--- src/rtl/radar_sync_pkg.sv ---
// Shared types and default geometry for the radar front-end timing controller
// and the target-data fetch block.
package radar_sync_pkg;

  localparam int DEF_ACP_W       = 12;
  localparam int DEF_ACP_PER_REV = 4096;

  typedef enum logic [1:0] {
    IDLE     = 2'd0,
    WAIT_ARP = 2'd1,
    RUN      = 2'd2,
    SWEEP    = 2'd3
  } ctrl_state_e;

endpackage

--- src/rtl/sig_sync_edge.sv ---
// Multi-flop synchroniser for one asynchronous input, followed by a history
// flop and registered single-cycle rise/fall pulses.
module sig_sync_edge #(
  parameter int SYNC_STAGES = 2
) (
  input  logic clk,
  input  logic rst,
  input  logic async_sig,
  output logic sync,
  output logic rise,
  output logic fall
);

  logic [SYNC_STAGES-1:0] sync_q, sync_d;
  logic                   hist_q, hist_d;
  logic                   rise_q, rise_d;
  logic                   fall_q, fall_d;

  // NOTE: every signal written here is given a value on every path, so no latch is inferred.
  always_comb begin
    sync_d = {sync_q[SYNC_STAGES-2:0], async_sig};
    hist_d = sync_q[SYNC_STAGES-1];
    rise_d = sync_q[SYNC_STAGES-1] & ~hist_q;
    fall_d = ~sync_q[SYNC_STAGES-1] & hist_q;
  end

  // NOTE: sequential state uses non-blocking assignments so all flops update from pre-edge values.
  always_ff @(posedge clk or posedge rst) begin
    if (rst) begin
      sync_q <= '0;
      hist_q <= 1'b0;
      rise_q <= 1'b0;
      fall_q <= 1'b0;
    end else begin
      sync_q <= sync_d;
      hist_q <= hist_d;
      rise_q <= rise_d;
      fall_q <= fall_d;
    end
  end

  assign sync = sync_q[SYNC_STAGES-1];
  assign rise = rise_q;
  assign fall = fall_q;

endmodule

--- src/rtl/radar_sync_ctrl.sv ---
// Antenna timing controller: azimuth tracking from ARP/ACP, per-azimuth
// fetch handshake, trigger-driven sweep window and sticky fault flags.
module radar_sync_ctrl
  import radar_sync_pkg::*;
#(
  parameter int ACP_W       = DEF_ACP_W,
  parameter int ACP_PER_REV = DEF_ACP_PER_REV,
  parameter int SWEEP_W     = 16,
  parameter int SYNC_STAGES = 2
) (
  input  logic               clk,
  input  logic               rst,
  input  logic               en,
  input  logic               arp_in,
  input  logic               acp_in,
  input  logic               trig_in,
  input  logic [SWEEP_W-1:0] sweep_len,
  input  logic               clr_err,
  input  logic               fetch_ack,
  output logic               fetch_req,
  output logic [ACP_W-1:0]   fetch_az,
  output logic [ACP_W-1:0]   az_cnt,
  output logic               synced,
  output logic               sweep_start,
  output logic               sweep_active,
  output logic [ACP_W-1:0]   sweep_az,
  output logic               arp_err,
  output logic               trig_miss,
  output logic               fetch_ovr
);

  localparam logic [ACP_W-1:0] AZ_MAX = ACP_W'(ACP_PER_REV - 1);

  logic       arp_rise, acp_rise, trig_rise;
  logic [5:0] unused_sync_fall;

  sig_sync_edge #(.SYNC_STAGES(SYNC_STAGES)) u_arp_sync (
    .clk(clk), .rst(rst), .async_sig(arp_in),
    .sync(unused_sync_fall[0]), .rise(arp_rise), .fall(unused_sync_fall[1])
  );
  sig_sync_edge #(.SYNC_STAGES(SYNC_STAGES)) u_acp_sync (
    .clk(clk), .rst(rst), .async_sig(acp_in),
    .sync(unused_sync_fall[2]), .rise(acp_rise), .fall(unused_sync_fall[3])
  );
  sig_sync_edge #(.SYNC_STAGES(SYNC_STAGES)) u_trig_sync (
    .clk(clk), .rst(rst), .async_sig(trig_in),
    .sync(unused_sync_fall[4]), .rise(trig_rise), .fall(unused_sync_fall[5])
  );

  ctrl_state_e        state_q, state_d;
  logic [ACP_W-1:0]   az_cnt_q, az_cnt_d, fetch_az_q, fetch_az_d, sweep_az_q, sweep_az_d;
  logic [SWEEP_W-1:0] sweep_cnt_q, sweep_cnt_d;
  logic               synced_q, synced_d, fetch_req_q, fetch_req_d;
  logic               sweep_start_q, sweep_start_d, sweep_active_q, sweep_active_d;
  logic               arp_err_q, arp_err_d, trig_miss_q, trig_miss_d, fetch_ovr_q, fetch_ovr_d;
  logic               az_chg, arp_err_set, trig_miss_set, fetch_ovr_set;
  logic [ACP_W-1:0]   az_next;

  always_comb begin
    state_d        = state_q;
    az_cnt_d       = az_cnt_q;
    synced_d       = synced_q;
    fetch_req_d    = fetch_req_q;
    fetch_az_d     = fetch_az_q;
    sweep_start_d  = 1'b0;
    sweep_active_d = sweep_active_q;
    sweep_az_d     = sweep_az_q;
    sweep_cnt_d    = sweep_cnt_q;
    az_chg         = 1'b0;
    az_next        = az_cnt_q;
    arp_err_set    = 1'b0;
    trig_miss_set  = 1'b0;
    fetch_ovr_set  = 1'b0;

    if (!en) begin
      state_d        = IDLE;
      synced_d       = 1'b0;
      sweep_active_d = 1'b0;
      fetch_req_d    = 1'b0;
    end else begin
      unique case (state_q)
        IDLE: state_d = WAIT_ARP;
        WAIT_ARP: begin
          if (arp_rise) begin
            az_chg   = 1'b1;
            az_next  = '0;
            synced_d = 1'b1;
            state_d  = RUN;
          end
        end
        RUN, SWEEP: begin
          // ARP takes priority over a coincident ACP, which is then dropped.
          if (arp_rise) begin
            az_chg      = 1'b1;
            az_next     = '0;
            arp_err_set = (az_cnt_q != AZ_MAX);
          end else if (acp_rise) begin
            az_chg  = 1'b1;
            az_next = (az_cnt_q == AZ_MAX) ? '0 : az_cnt_q + 1'b1;
          end
          if (state_q == RUN) begin
            if (trig_rise) begin
              sweep_start_d  = 1'b1;
              sweep_active_d = 1'b1;
              sweep_az_d     = az_cnt_q;
              sweep_cnt_d    = (sweep_len == '0) ? SWEEP_W'(1) : sweep_len;
              state_d        = SWEEP;
            end
          end else begin
            trig_miss_set = trig_rise;
            if (sweep_cnt_q <= SWEEP_W'(1)) begin
              sweep_active_d = 1'b0;
              state_d        = RUN;
            end else begin
              sweep_cnt_d = sweep_cnt_q - 1'b1;
            end
          end
        end
        default: state_d = IDLE;
      endcase

      // A coincident ack retires the old request; the new azimuth re-raises it.
      if (az_chg) begin
        az_cnt_d      = az_next;
        fetch_az_d    = az_next;
        fetch_req_d   = 1'b1;
        fetch_ovr_set = fetch_req_q & ~fetch_ack;
      end else if (fetch_req_q && fetch_ack) begin
        fetch_req_d = 1'b0;
      end
    end

    arp_err_d   = (arp_err_q   & ~clr_err) | arp_err_set;
    trig_miss_d = (trig_miss_q & ~clr_err) | trig_miss_set;
    fetch_ovr_d = (fetch_ovr_q & ~clr_err) | fetch_ovr_set;
  end

  always_ff @(posedge clk or posedge rst) begin
    if (rst) begin
      state_q        <= IDLE;
      az_cnt_q       <= '0;
      synced_q       <= 1'b0;
      fetch_req_q    <= 1'b0;
      fetch_az_q     <= '0;
      sweep_start_q  <= 1'b0;
      sweep_active_q <= 1'b0;
      sweep_az_q     <= '0;
      sweep_cnt_q    <= '0;
      arp_err_q      <= 1'b0;
      trig_miss_q    <= 1'b0;
      fetch_ovr_q    <= 1'b0;
    end else begin
      state_q        <= state_d;
      az_cnt_q       <= az_cnt_d;
      synced_q       <= synced_d;
      fetch_req_q    <= fetch_req_d;
      fetch_az_q     <= fetch_az_d;
      sweep_start_q  <= sweep_start_d;
      sweep_active_q <= sweep_active_d;
      sweep_az_q     <= sweep_az_d;
      sweep_cnt_q    <= sweep_cnt_d;
      arp_err_q      <= arp_err_d;
      trig_miss_q    <= trig_miss_d;
      fetch_ovr_q    <= fetch_ovr_d;
    end
  end

  assign fetch_req    = fetch_req_q;
  assign fetch_az     = fetch_az_q;
  assign az_cnt       = az_cnt_q;
  assign synced       = synced_q;
  assign sweep_start  = sweep_start_q;
  assign sweep_active = sweep_active_q;
  assign sweep_az     = sweep_az_q;
  assign arp_err      = arp_err_q;
  assign trig_miss    = trig_miss_q;
  assign fetch_ovr    = fetch_ovr_q;

endmodule

--- config.mk ---
export PLATFORM = sky130hd
export DESIGN_NAME = radar_sync_ctrl
export DESIGN_NICKNAME = d
export VERILOG_FILES = /design/src/rtl/radar_sync_pkg.sv /design/src/rtl/sig_sync_edge.sv /design/src/rtl/radar_sync_ctrl.sv
export SDC_FILE = /design/constraint.sdc
export NUM_CORES = 1
export LEC_CHECK = 0
export ABC_AREA = 1
export CORE_ASPECT_RATIO = 0.5
export CORE_MARGIN = 8
export CORE_UTILIZATION = 56
export DETAILED_ROUTE_END_ITERATION = 8
export PLACE_DENSITY_LB_ADDON = 0.05
export SYNTH_ARGS = -nofsm -noshare
export SYNTH_HDL_FRONTEND = slang
export SYNTH_HIERARCHICAL = 1
export SYNTH_SLANG_ARGS = --single-unit
--- constraint.sdc ---
create_clock -name clk -period 3 [get_ports clk]
set_input_delay 0.75 -clock clk [delete_from_list [all_inputs] [get_ports clk]]
set_output_delay 0.75 -clock clk [all_outputs]
set_load 0.01 [all_outputs]
==> Yosys cells after proc, flatten, opt, wreduce, memory -nomap -nowiden <==
Index checks and enable logic that the tools add are counted.
{ "op_classes": {"add_sub_neg": 2, "n_reduce_logical": 11, "order_cmp": 1, "n_eq_ne": 18, "n_bitwise": 15, "muxes": 43} }
{ "op_table": {"columns": ["op", "count"], "rows": [
  ["2-to-1 mux 16 bit", 4],
  ["2-to-1 mux 12 bit", 4],
  ["2-to-1 mux 1 bit", 27],
  ["case mux 12 bit (2 select lines)", 1],
  ["<= comparator 16 x 1 -> 1 bit (second input constant)", 1],
  ["logical NOT 16 bit", 1],
  ["subtractor 16 x 1 -> 16 bit (second input constant)", 1],
  ["adder 12 x 1 -> 12 bit (second input constant)", 1],
  ["== test 12 bit (second input constant)", 1],
  ["inequality test 12 bit (second input constant)", 1],
  ["2-to-1 mux 2 bit", 5],
  ["inequality test 2 x 1 -> 1 bit (second input constant)", 5],
  ["inequality test 3 x 1 -> 1 bit (second input constant)", 3],
  ["AND reduction 4 bit", 2],
  ["bitwise AND 1 bit", 7],
  ["inequality test 3 x 2 -> 1 bit (second input constant)", 2],
  ["case mux 2 bit (3 select lines)", 1],
  ["AND reduction 3 bit", 2],
  ["inverter 1 bit", 5],
  ["AND reduction 5 bit", 1],
  ["== test 2 bit (second input constant)", 2],
  ["inequality test 4 x 3 -> 1 bit (second input constant)", 1],
  ["inequality test 4 bit (second input constant)", 1],
  ["bitwise OR 1 bit", 3],
  ["other kinds (8)", 8]
]} }
{ "word_totals": {"out_inout_bits": 43, "reg_bits": 61, "wordCells": 110} }

==> Longest topological paths before layout <==
{ "logic_depth": {"depth_word": 7, "ltp_mapped": 11} }

==> Modules after synthesis <==
The synthesis kept the hierarchy.
{ "modules_own_cells": {"columns": ["mod", "area_each_um2", "cells_each", "n_inst"], "rows": [
  ["radar_sync_ctrl", 2891.5, 398, 1],
  ["sig_sync_edge", 143.9, 10, 3]
]} }

==> Least setup slack after synthesis <==
OpenSTA, ideal clock, no wires.
{ "synth_timing": {"path_type": "input to register", "from": "in en", "to": "reg fetch_az_q[11], in the netlist fetch_az[11]", "required_ps": 2928, "arrival_time_ps": 1433, "slack_ps": 1496, "setup_time_ps": 72, "cell_stages": 7, "cell_sequence": "o21ai_1 a21oi_4 buf_6 nand4_1 nand2_1 nand2_1 nor2_1"} }
{ "synth_between": {"elab_chain_len": 1} }
{ "synth_lines": {"columns": ["item", "line_no", "text"], "rows": [
  ["start: declaration", "radar_sync_ctrl.sv:13", "input logic en,"],
  ["AND reduction 5 bit (no line)", null, null],
  ["end signal: assignment", "radar_sync_ctrl.sv:157", "fetch_az_q <= fetch_az_d;"],
  ["end: declaration", "radar_sync_ctrl.sv:51", "logic [ACP_W-1:0] az_cnt_q, az_cnt_d, fetch_az_q, fetch_az_d, sweep_az_q, sweep_az_d;"]
]} }
No other way between the ends.
A chain may end at the register's enable or synchronous reset.

==> Final worst setup path <==
{ "layout_timing": {"from": "reg fetch_az_q[9], in the netlist fetch_az[9]", "to": "out fetch_az[9]"} }
{ "layout_rtl": {"columns": ["item", "line_no", "text"], "rows": [
  ["end: declaration", "radar_sync_ctrl.sv:21", "output logic [ACP_W-1:0] fetch_az,"]
]} }
No word-level cell between the ends.

==> metrics.log <==
INFO  metric status = completed
INFO  metric clkSinkCount = 61
INFO  metric static-leakage-power = 1.96 nW
INFO  metric required_arrival_time_at_the_worst_endpoint = 2250 ps
INFO  metric global_route.usage.total = 19.5%
INFO  metric timing.hold.worst_path_depth = 0
INFO  metric crit_buf_inv = 1
INFO  metric row_count = 19
INFO  metric rsz0062_at_grt = false
INFO  metric clkSlewWorstSetupHoldPaths = 50 ps
INFO  metric via_count_of_the_first_global_routing_pass = 2,860
INFO  metric postCtsResizedCells = 0
INFO  metric routed_wl = 7.84 mm
INFO  metric clock_latency = 330 ps
INFO  metric h_tree_lvls = 3
INFO  metric drtIter0Drc = 185
INFO  metric vdd.ir_drop.worst = 0.564 mV
INFO  metric syn_area_per_cell = 7.70 um^2
INFO  metric achievable-frequency = 0.458 GHz
INFO  metric timing.max_slew.rel_slack = 70.0%
INFO  metric tritoncts_buffers = 9
INFO  metric final.min_clock_period = 2180 ps
INFO  metric cp-start-kind = flop
INFO  metric post-cts-setup-buffer-count = 0
INFO  metric grt-ovfl-total = 0
INFO  metric initial_core_util = 58.5%
INFO  metric final_layout_size_suffix_gt1_share = 9.07%
INFO  metric number_of_input_and_output_port_buffers_inserted = 66
INFO  metric postSynthNetCount = 446
INFO  metric timing.final.crit_share = 72.7%
INFO  metric grt_antenna_before_repair = 0
INFO  metric met1Wirelength = 3.40 mm
INFO  metric fin_worst_hold_slack = 345 ps
INFO  metric rr_startpoint = sweep_cnt_q[0]$_DFFE_PP0P_
INFO  metric synthesis.instances = 419
INFO  metric io_pins = 67
INFO  metric grt_first_pass_wirelength = 13.4 mm
INFO  metric die_w = 123 um
INFO  metric die-area = 8590 um^2
INFO  metric route.vias.total = 2,840
INFO  metric tritoncts = yes
INFO  metric antenna_cells_inserted = 0
INFO  metric worst_pin_slew = 450 ps
INFO  metric path_max_fanout = 7
INFO  metric holdCritStartpoint = u_acp_sync/sync_q[0]$_DFF_PP0_
INFO  metric root_buffer = clkbuf_16
INFO  metric worstPathCellList = clkdlybuf4s50_1
INFO  metric met2_length = 3.83 mm
INFO  metric antenna_violating_nets_post_route = 0
INFO  metric dp.final_hpwl = 5.75 mm
INFO  metric route.detailed.vias_per_inst = 5.09
INFO  metric grt_start_max_net_pins = 27
INFO  metric ys.warnings.count = 6
INFO  metric highest-signal-layer = met4
INFO  metric finalHoldViolCount = 0
INFO  metric drc = 0
INFO  metric detailedRoute.firstPassIterationCount = 4
INFO  metric worstSetupPathDepth = 1
INFO  metric cp_slowest_stage_delay = 600 ps
INFO  metric syn2layout_area_growth = 29.1%
INFO  metric routability_congestion = 0.861
INFO  metric fin_skew = 5.86 ps
INFO  metric setup_tns = 0 ps
INFO  metric cap_viol_max_count = 0
INFO  metric synth_area = 3230 um^2
INFO  metric die_height = 69.7 um
INFO  metric power.density = 883 nW/um^2
INFO  metric finalSetupViolations = 0
INFO  metric timing.reg2reg.worst_path_depth = 10
INFO  metric end_kind = output pin
INFO  metric hold_class = reg2reg
INFO  metric cts_hold_buf = 0
INFO  metric maxSlewViolCount = 0
INFO  metric path_delay_family = buffers and inverters
INFO  metric nets = 507
INFO  metric core_area = 5520 um^2
INFO  metric avgRoutedWirePerCell = 14.0 um
INFO  metric route.met3.wl = 482 um
INFO  metric setup.worst_path.class = reg2out
INFO  metric clock_path_buffers = 2
INFO  metric data_arrival_time_of_the_critical_path = 1430 ps
INFO  metric reg2reg_setup_slack = 1150 ps
INFO  metric crit_start = fetch_az[9]$_DFFE_PP0P_
INFO  metric cp_slowest_cell = clkdlybuf4s50_1
metrics by stage:
step / utilization, % / area, um^2 / total power (W) / instances / setup slack, ps
floorplan: - / 3230 / 0.00217 / 419 / 1080
global placement: 69.9 / 3850 / 0.00258 / 542 / 610
detailed placement: 69.9 / 3850 / 0.00263 / 542 / 570
CTS: 75.5 / 4160 / 0.00370 / 558 / 796
global route: 75.5 / 4160 / 0.00396 / 558 / 747
finish: 75.5 / 4160 / 0.00368 / 558 / 818
power by group:
group | internal, W | switching [W] | leakage (nW)
clock network | 0.000687 | 0.000361 | 0.148
registers | 0.00104 | 0.000228 | 0.792
logic | 0.000577 | 0.000786 | 1.02
worst paths after layout:
check                                                 end
min                        u_acp_sync/sync_q[1]$_DFF_PP0_
max reg2reg                   sweep_cnt_q[10]$_DFFE_PP0P_
max                                           fetch_az[9]
max in group asynchronous     sweep_cnt_q[14]$_DFFE_PP0P_
min reg2reg                u_acp_sync/sync_q[1]$_DFF_PP0_
min in group asynchronous       u_arp_sync/rise$_DFF_PP0_
final cells by class:
cell class	instances	area (um^2)
Tap cell	73	91.3
Inverter	58	218
Clock inverter	5	58.8
Clock buffer	11	253
Fill cell	399	1350
Sequential cell	61	1530
Timing Repair Buffer	69	683
Multi-Input combinational cell	281	1330
state kept, by name, summed over array words and instances, names as in the netlist, 2 cells and up:
| register | count |
|---|---|
| sweep_cnt_q | 16 |
| fetch_az | 12 |
| sweep_az | 12 |
| state_q | 2 |
| u_acp_sync/sync_q | 2 |
| u_arp_sync/sync_q | 2 |
| u_trig_sync/sync_q | 2 |
metal layers:
| metal | up-vias | track usage, % |
|---|---|---|
| li1 | 1428 | - |
| met4 | 0 | 6.23 |
| met2 | 75 | 32.4 |
| met1 | 1324 | 22.8 |
| met5 | - | 0 |
| met3 | 13 | 7.15 |
cell usage in the layout (no fill, tap or decap), drive strengths merged:
cell type      instances
dfrtp                 61
clkinvlp               2
nand3                 24
o21ai                 45
nand2                126
clkinv                 2
ha                     3
nand3b                 2
a22oi                  1
bufinv                 1
buf                    3
a31oi                  1
nand4                  6
xor2                   3
inv                   58
a21oi                  6
o32ai                  1
o211ai                 1
o22ai                  2
nor2                  53
a22o                   1
clkbuf                11
clkdlybuf4s50         66
or2                    2
o31ai                  1
nor3                   3
Note: power is estimated with default switching activity, not from simulation.
